==> src/rtl/usb_tx_fifo.sv <==
// usb_tx_fifo: 16-bit first-word-fall-through buffer between the miner core
// and the USB transmitter. Raises a one-cycle transmit_start when a packet's
// worth of words is buffered (or on flush), then waits for the transmitter
// to drain the buffer before it can start again.
//
// Handshake semantics: a push is write_enable qualified by space (full=0, or
// a pop in the same cycle frees a slot); a pop is read_enable qualified by
// transmit_empty=0. Unqualified strobes have no effect, except that a push
// refused for lack of space sets the sticky overflow flag.
module usb_tx_fifo #(
  parameter int DEPTH     = 8,
  parameter int PKT_WORDS = 4
) (
  input  logic                         clk,
  input  logic                         n_rst,
  input  logic                         clear,
  input  logic                         write_enable,
  input  logic [15:0]                  write_data,
  input  logic                         flush,
  input  logic                         read_enable,
  output logic [15:0]                  tx_data,
  output logic                         transmit_empty,
  output logic                         transmit_start,
  output logic                         full,
  output logic [$clog2(DEPTH+1)-1:0]   count,
  output logic                         overflow,
  output logic [1:0]                   fsm_state
);

  localparam int AW = (DEPTH > 1) ? $clog2(DEPTH) : 1;
  localparam int CW = $clog2(DEPTH + 1);

  localparam logic [CW-1:0] DEPTH_C = CW'(DEPTH);
  localparam logic [CW-1:0] PKT_C   = CW'(PKT_WORDS);

  localparam logic [1:0] IDLE  = 2'd0;
  localparam logic [1:0] START = 2'd1;
  localparam logic [1:0] DRAIN = 2'd2;

  logic [15:0]   mem [DEPTH];
  logic [AW-1:0] wr_ptr;
  logic [AW-1:0] rd_ptr;
  logic [1:0]    state;
  logic [1:0]    state_nxt;
  logic          push;
  logic          pop;

  // Flags come only from the registered count, never from the inputs.
  assign transmit_empty = (count == '0);
  assign full           = (count == DEPTH_C);
  assign transmit_start = (state == START);
  assign fsm_state      = state;

  // A pop frees a slot in the same cycle, so a full FIFO can still accept a write.
  assign pop  = read_enable && !transmit_empty;
  assign push = write_enable && (!full || pop);

  // Head word is shown directly; forced to zero while the buffer is empty.
  assign tx_data = transmit_empty ? 16'h0000 : mem[rd_ptr];

  // Storage array: no reset needed, only slots between rd_ptr and wr_ptr are ever read.
  always_ff @(posedge clk) begin
    if (push && !clear) begin
      mem[wr_ptr] <= write_data;
    end
  end

  // Pointers and occupancy; pointers wrap naturally because DEPTH is a power of two.
  always_ff @(posedge clk or negedge n_rst) begin
    if (!n_rst) begin
      wr_ptr <= '0;
      rd_ptr <= '0;
      count  <= '0;
    end else if (clear) begin
      wr_ptr <= '0;
      rd_ptr <= '0;
      count  <= '0;
    end else begin
      if (push) begin
        wr_ptr <= wr_ptr + AW'(1);
      end
      if (pop) begin
        rd_ptr <= rd_ptr + AW'(1);
      end
      case ({push, pop})
        2'b10:   count <= count + CW'(1);
        2'b01:   count <= count - CW'(1);
        default: count <= count;
      endcase
    end
  end

  // Sticky overflow: set whenever a write is refused, held until reset or clear.
  always_ff @(posedge clk or negedge n_rst) begin
    if (!n_rst) begin
      overflow <= 1'b0;
    end else if (clear) begin
      overflow <= 1'b0;
    end else if (write_enable && !push) begin
      overflow <= 1'b1;
    end
  end

  // Start sequencer next state: packet threshold wins, flush only counts when words exist.
  always_comb begin
    state_nxt = state;
    case (state)
      IDLE: begin
        if (count >= PKT_C) begin
          state_nxt = START;
        end else if (flush && (count != '0)) begin
          state_nxt = START;
        end
      end
      START:   state_nxt = DRAIN;
      DRAIN: begin
        if (transmit_empty) begin
          state_nxt = IDLE;
        end
      end
      default: state_nxt = IDLE;
    endcase
  end

  // Start sequencer state register.
  always_ff @(posedge clk or negedge n_rst) begin
    if (!n_rst) begin
      state <= IDLE;
    end else if (clear) begin
      state <= IDLE;
    end else begin
      state <= state_nxt;
    end
  end

endmodule
==> config.mk <==
export PLATFORM = sky130hd
export DESIGN_NAME = usb_tx_fifo
export DESIGN_NICKNAME = d
export VERILOG_FILES = /design/src/rtl/usb_tx_fifo.sv
export SDC_FILE = /design/constraint.sdc
export NUM_CORES = 1
export LEC_CHECK = 0
export ABC_AREA = 0
export CAP_MARGIN = 25
export CORE_MARGIN = 4
export CORE_UTILIZATION = 40
export CTS_CLUSTER_SIZE = 40
export DETAILED_ROUTE_END_ITERATION = 10
export PLACE_DENSITY = 0.71
export REMOVE_ABC_BUFFERS = 1
export SLEW_MARGIN = 25
export SYNTH_ARGS = -nofsm -noshare
export SYNTH_HDL_FRONTEND = slang
export SYNTH_SLANG_ARGS = --single-unit
==> constraint.sdc <==
create_clock -name clk -period 2.87 [get_ports clk]
set_clock_uncertainty 0.1 [all_clocks]
set_input_delay 0.574 -clock clk [delete_from_list [all_inputs] [get_ports clk]]
set_output_delay 0.574 -clock clk [all_outputs]
set_load 0.03 [all_outputs]
==> flow_summary.toml <==
[setup_path]
cp_data_required_time_ns = 2.20
cp-start-kind = "register"
r2r-end = "count[3]"
cp-end-kind = "output port"
r2r_start = "count[1]"
crit_type = "reg -> out"
cp_max_fo = 16
r2r_slack_ns = 0.28
worstPathArrival_ns = 2.09
slowest_delay_ns = 0.51
crit_slowest_cell = "mux4_2"
crit_start = "rd_ptr[0]"
worst_r2r_path_depth = 8
crit_end = "tx_data[1]"
worstPathCellList = "buf_12 > mux4_2 > mux2i_1 > nor2_1 > buf_4"

[layout]
diodes = 0
fin_area_mm2 = 0.00719
post-route-util = 0.518
syn_to_final_growth_pct = 26.9
drive_above_1_share = 0.313
fillers = 1121
nets = 400

[power]
combPwrFrac = 0.273
power_frac_clock = 0.351
cellPowerDensity_mw_per_mm2 = 895
p_leak_nw = 2.43
swShare = 0.294
p_sw_w = 0.00190
p_int_w = 0.00454
ir_worst_vdd_v = 0.000435
report.power.total_w = 0.00644
seq_power_share = 0.376

[synth]
async_flop_share = 0.0922
synth_xor_area_frac = 0.00773
synthTopCellsByCount = "edfxtp_1, nor2_1, mux4_2, mux2i_1, dfrtp_1"
yosysTopAreaCellShare = 0.678
synth.area.top_cells = "edfxtp_1, mux4_2, dfrtp_1"
ys_seq_area_frac = 0.736
synth_area_leader_cell = "edfxtp_1"
yosysMostFrequentCell = "edfxtp_1"
synth_top_family_by_area = "multiplexers"
ys_warn_count = 0
synthAdderAreaFrac = 0.0124
synth-compound-area-share = 0.0179
synth_area_mm2 = 0.00567
muxShareOfSynthArea = 0.162
synth_cell_types = 35
avgSynthCellArea_um2 = 19.2
synth-simple-area-share = 0.0488
ys_ff_latch = 141
synth_edf_count = 128
synth_ff_type = "edfxtp_1"
syn_inst = 295

[run_status]
outcome = "completed"

[drt]
drt_iter0_drc = 184
drt-wirelength-per-cell_um = 19.0
vias = 2943
drcViolationCount = 0
postRouteAntennaNets = 0
drt_wl_total_um = 10700
viasPerCell = 5.20
firstDrtPassIters = 4

[floorplanning]
die_area_mm2 = 0.0161
io_pins = 48
start_util = 0.408
fp-row-count = 43
core_area_mm2 = 0.0139
fp.dieH_um = 127
die_w_um = 127

[sta]
fmax_ghz = 0.361
finalCritPeriodShare = 0.964
hold_viol = 0
finalCriticalPeriod_ns = 2.77
setup_tns_ns = 0
max_slew_margin = 0.589
fin_ws_ns = 0.102
report.final.slew_viol_count = 0
final-setup-viol-count = 0
rsz0062_at_grt = "false"
worstMarginPinSlew_ns = 0.614

[worst_hold_path]
hold_start = "fsm_state[1]"
hold_class = "reg -> reg"

[job]
drv_cap = 0

[place]
preCtsSetupSlack_ns = 0.178
numPortBuffers = 47
gp_congestion = 0.791
placed_cell_area_mm2 = 0.00652
hpwl_um = 6690

[clock_network]
clk_path_buf_depth = 2
clockRootBuffer = "clkbuf_16"
cts-htree-levels = 4
cts_buffers = 17
cts_tree = "yes"
clock_latency_ns = 0.42
cts_num_sinks = 141
clk_pin_slew_ns = 0.06
postCtsHoldBufs = 0

[global_route]
antenna_found_initial = 0
grtUsageTotal = 0.140
overflow = 0
grt_pass1_vias = 3129
grt_max_degree = 25
grt_pass1_wl_um = 16800
-- layout make-up --
cell class / instances / area (um2) / share of cell area
clock buffer: 17 / 425 / 0.0592
clock inverter: 15 / 196 / 0.0273
inverter: 4 / 16.3 / 0.00226
multi-input combinational: 134 / 1440 / 0.201
sequential: 141 / 4170 / 0.580
tap: 180 / 225 / 0.0313
timing repair buffer: 75 / 712 / 0.0990
-- sequential cells by signal (all words and copies together), names as in the netlist --
name       count
fsm_state      2
overflow       1
mem          128
wr_ptr         3
rd_ptr         3
count          4
-- per-stage QoR --
step	hold WS (ns)	std cells
floorplan	0.178	279
global placement	0.368	528
detailed placement	0.382	528
CTS	0.396	560
global route	0.411	566
finish	0.397	566
-- repair_timing --
action	in CTS	in global routing
setup buffers	0	6
endpoints found under the hold margin	0	0
endpoints found under the setup margin	13	3
gates resized for setup	4	0
-- power by group through the flow --
stage	clock network, W	registers, W	logic, W
3_5_place_dp	0	0.00246	0.00173
5_1_grt	0.00237	0.00243	0.00189
4_1_cts	0.00229	0.00242	0.00176
3_3_place_gp	0	0.00245	0.00172
6_report	0.00226	0.00242	0.00176
2_1_floorplan	0	0.00256	0.000931
-- cell usage in the layout (no fill, tap or decap), types with 6 or more instances in the layout --
master / count
buf_4: 39
mux2i_1: 20
clkdlybuf4s50_1: 29
dfrtp_1: 12
clkbuf_16: 17
edfxtp_1: 128
nor2_1: 34
mux4_2: 32
buf_12: 6
-- worst max-delay path: cells and delay by family (launching register included) --
kind          cells  cell delay [ns]
simple gates      1             0.07
mux               2             0.72
buf+inv           2             0.38
flops             1             0.50
-- worst min-delay path by stage --
stage                         endpoint  slack, ns  cells past startpoint
final                     fsm_state[0]       0.40                      1
after global routing      fsm_state[0]       0.41                      1
after CTS                 fsm_state[0]       0.40                      1
after detailed placement  fsm_state[0]       0.38                      1
after global placement    fsm_state[0]       0.37                      1
after floorplan               count[0]       0.18                      0
-- cells by family (layout without fill, tap and decap cells) --
| group | count (synthesis) | in the layout |
|---|---|---|
| xor+xnor | 5 | 5 |
| flops | 141 | 141 |
| mux | 52 | 52 |
| compound gates | 14 | 14 |
| buf+inv | 20 | 111 |
| simple gates | 58 | 58 |
| fa+ha+maj | 5 | 5 |
-- per-layer routing --
metal | track usage | part of all wire | vias to the layer above
met5 | 0 | 0 | -
met4 | 0.0473 | 0.013 | 0
met3 | 0.0431 | 0.055 | 13
met2 | 0.230 | 0.50 | 84
met1 | 0.179 | 0.43 | 1502
li1 | - | - | 1344
(Power assumes the default switching activity.)
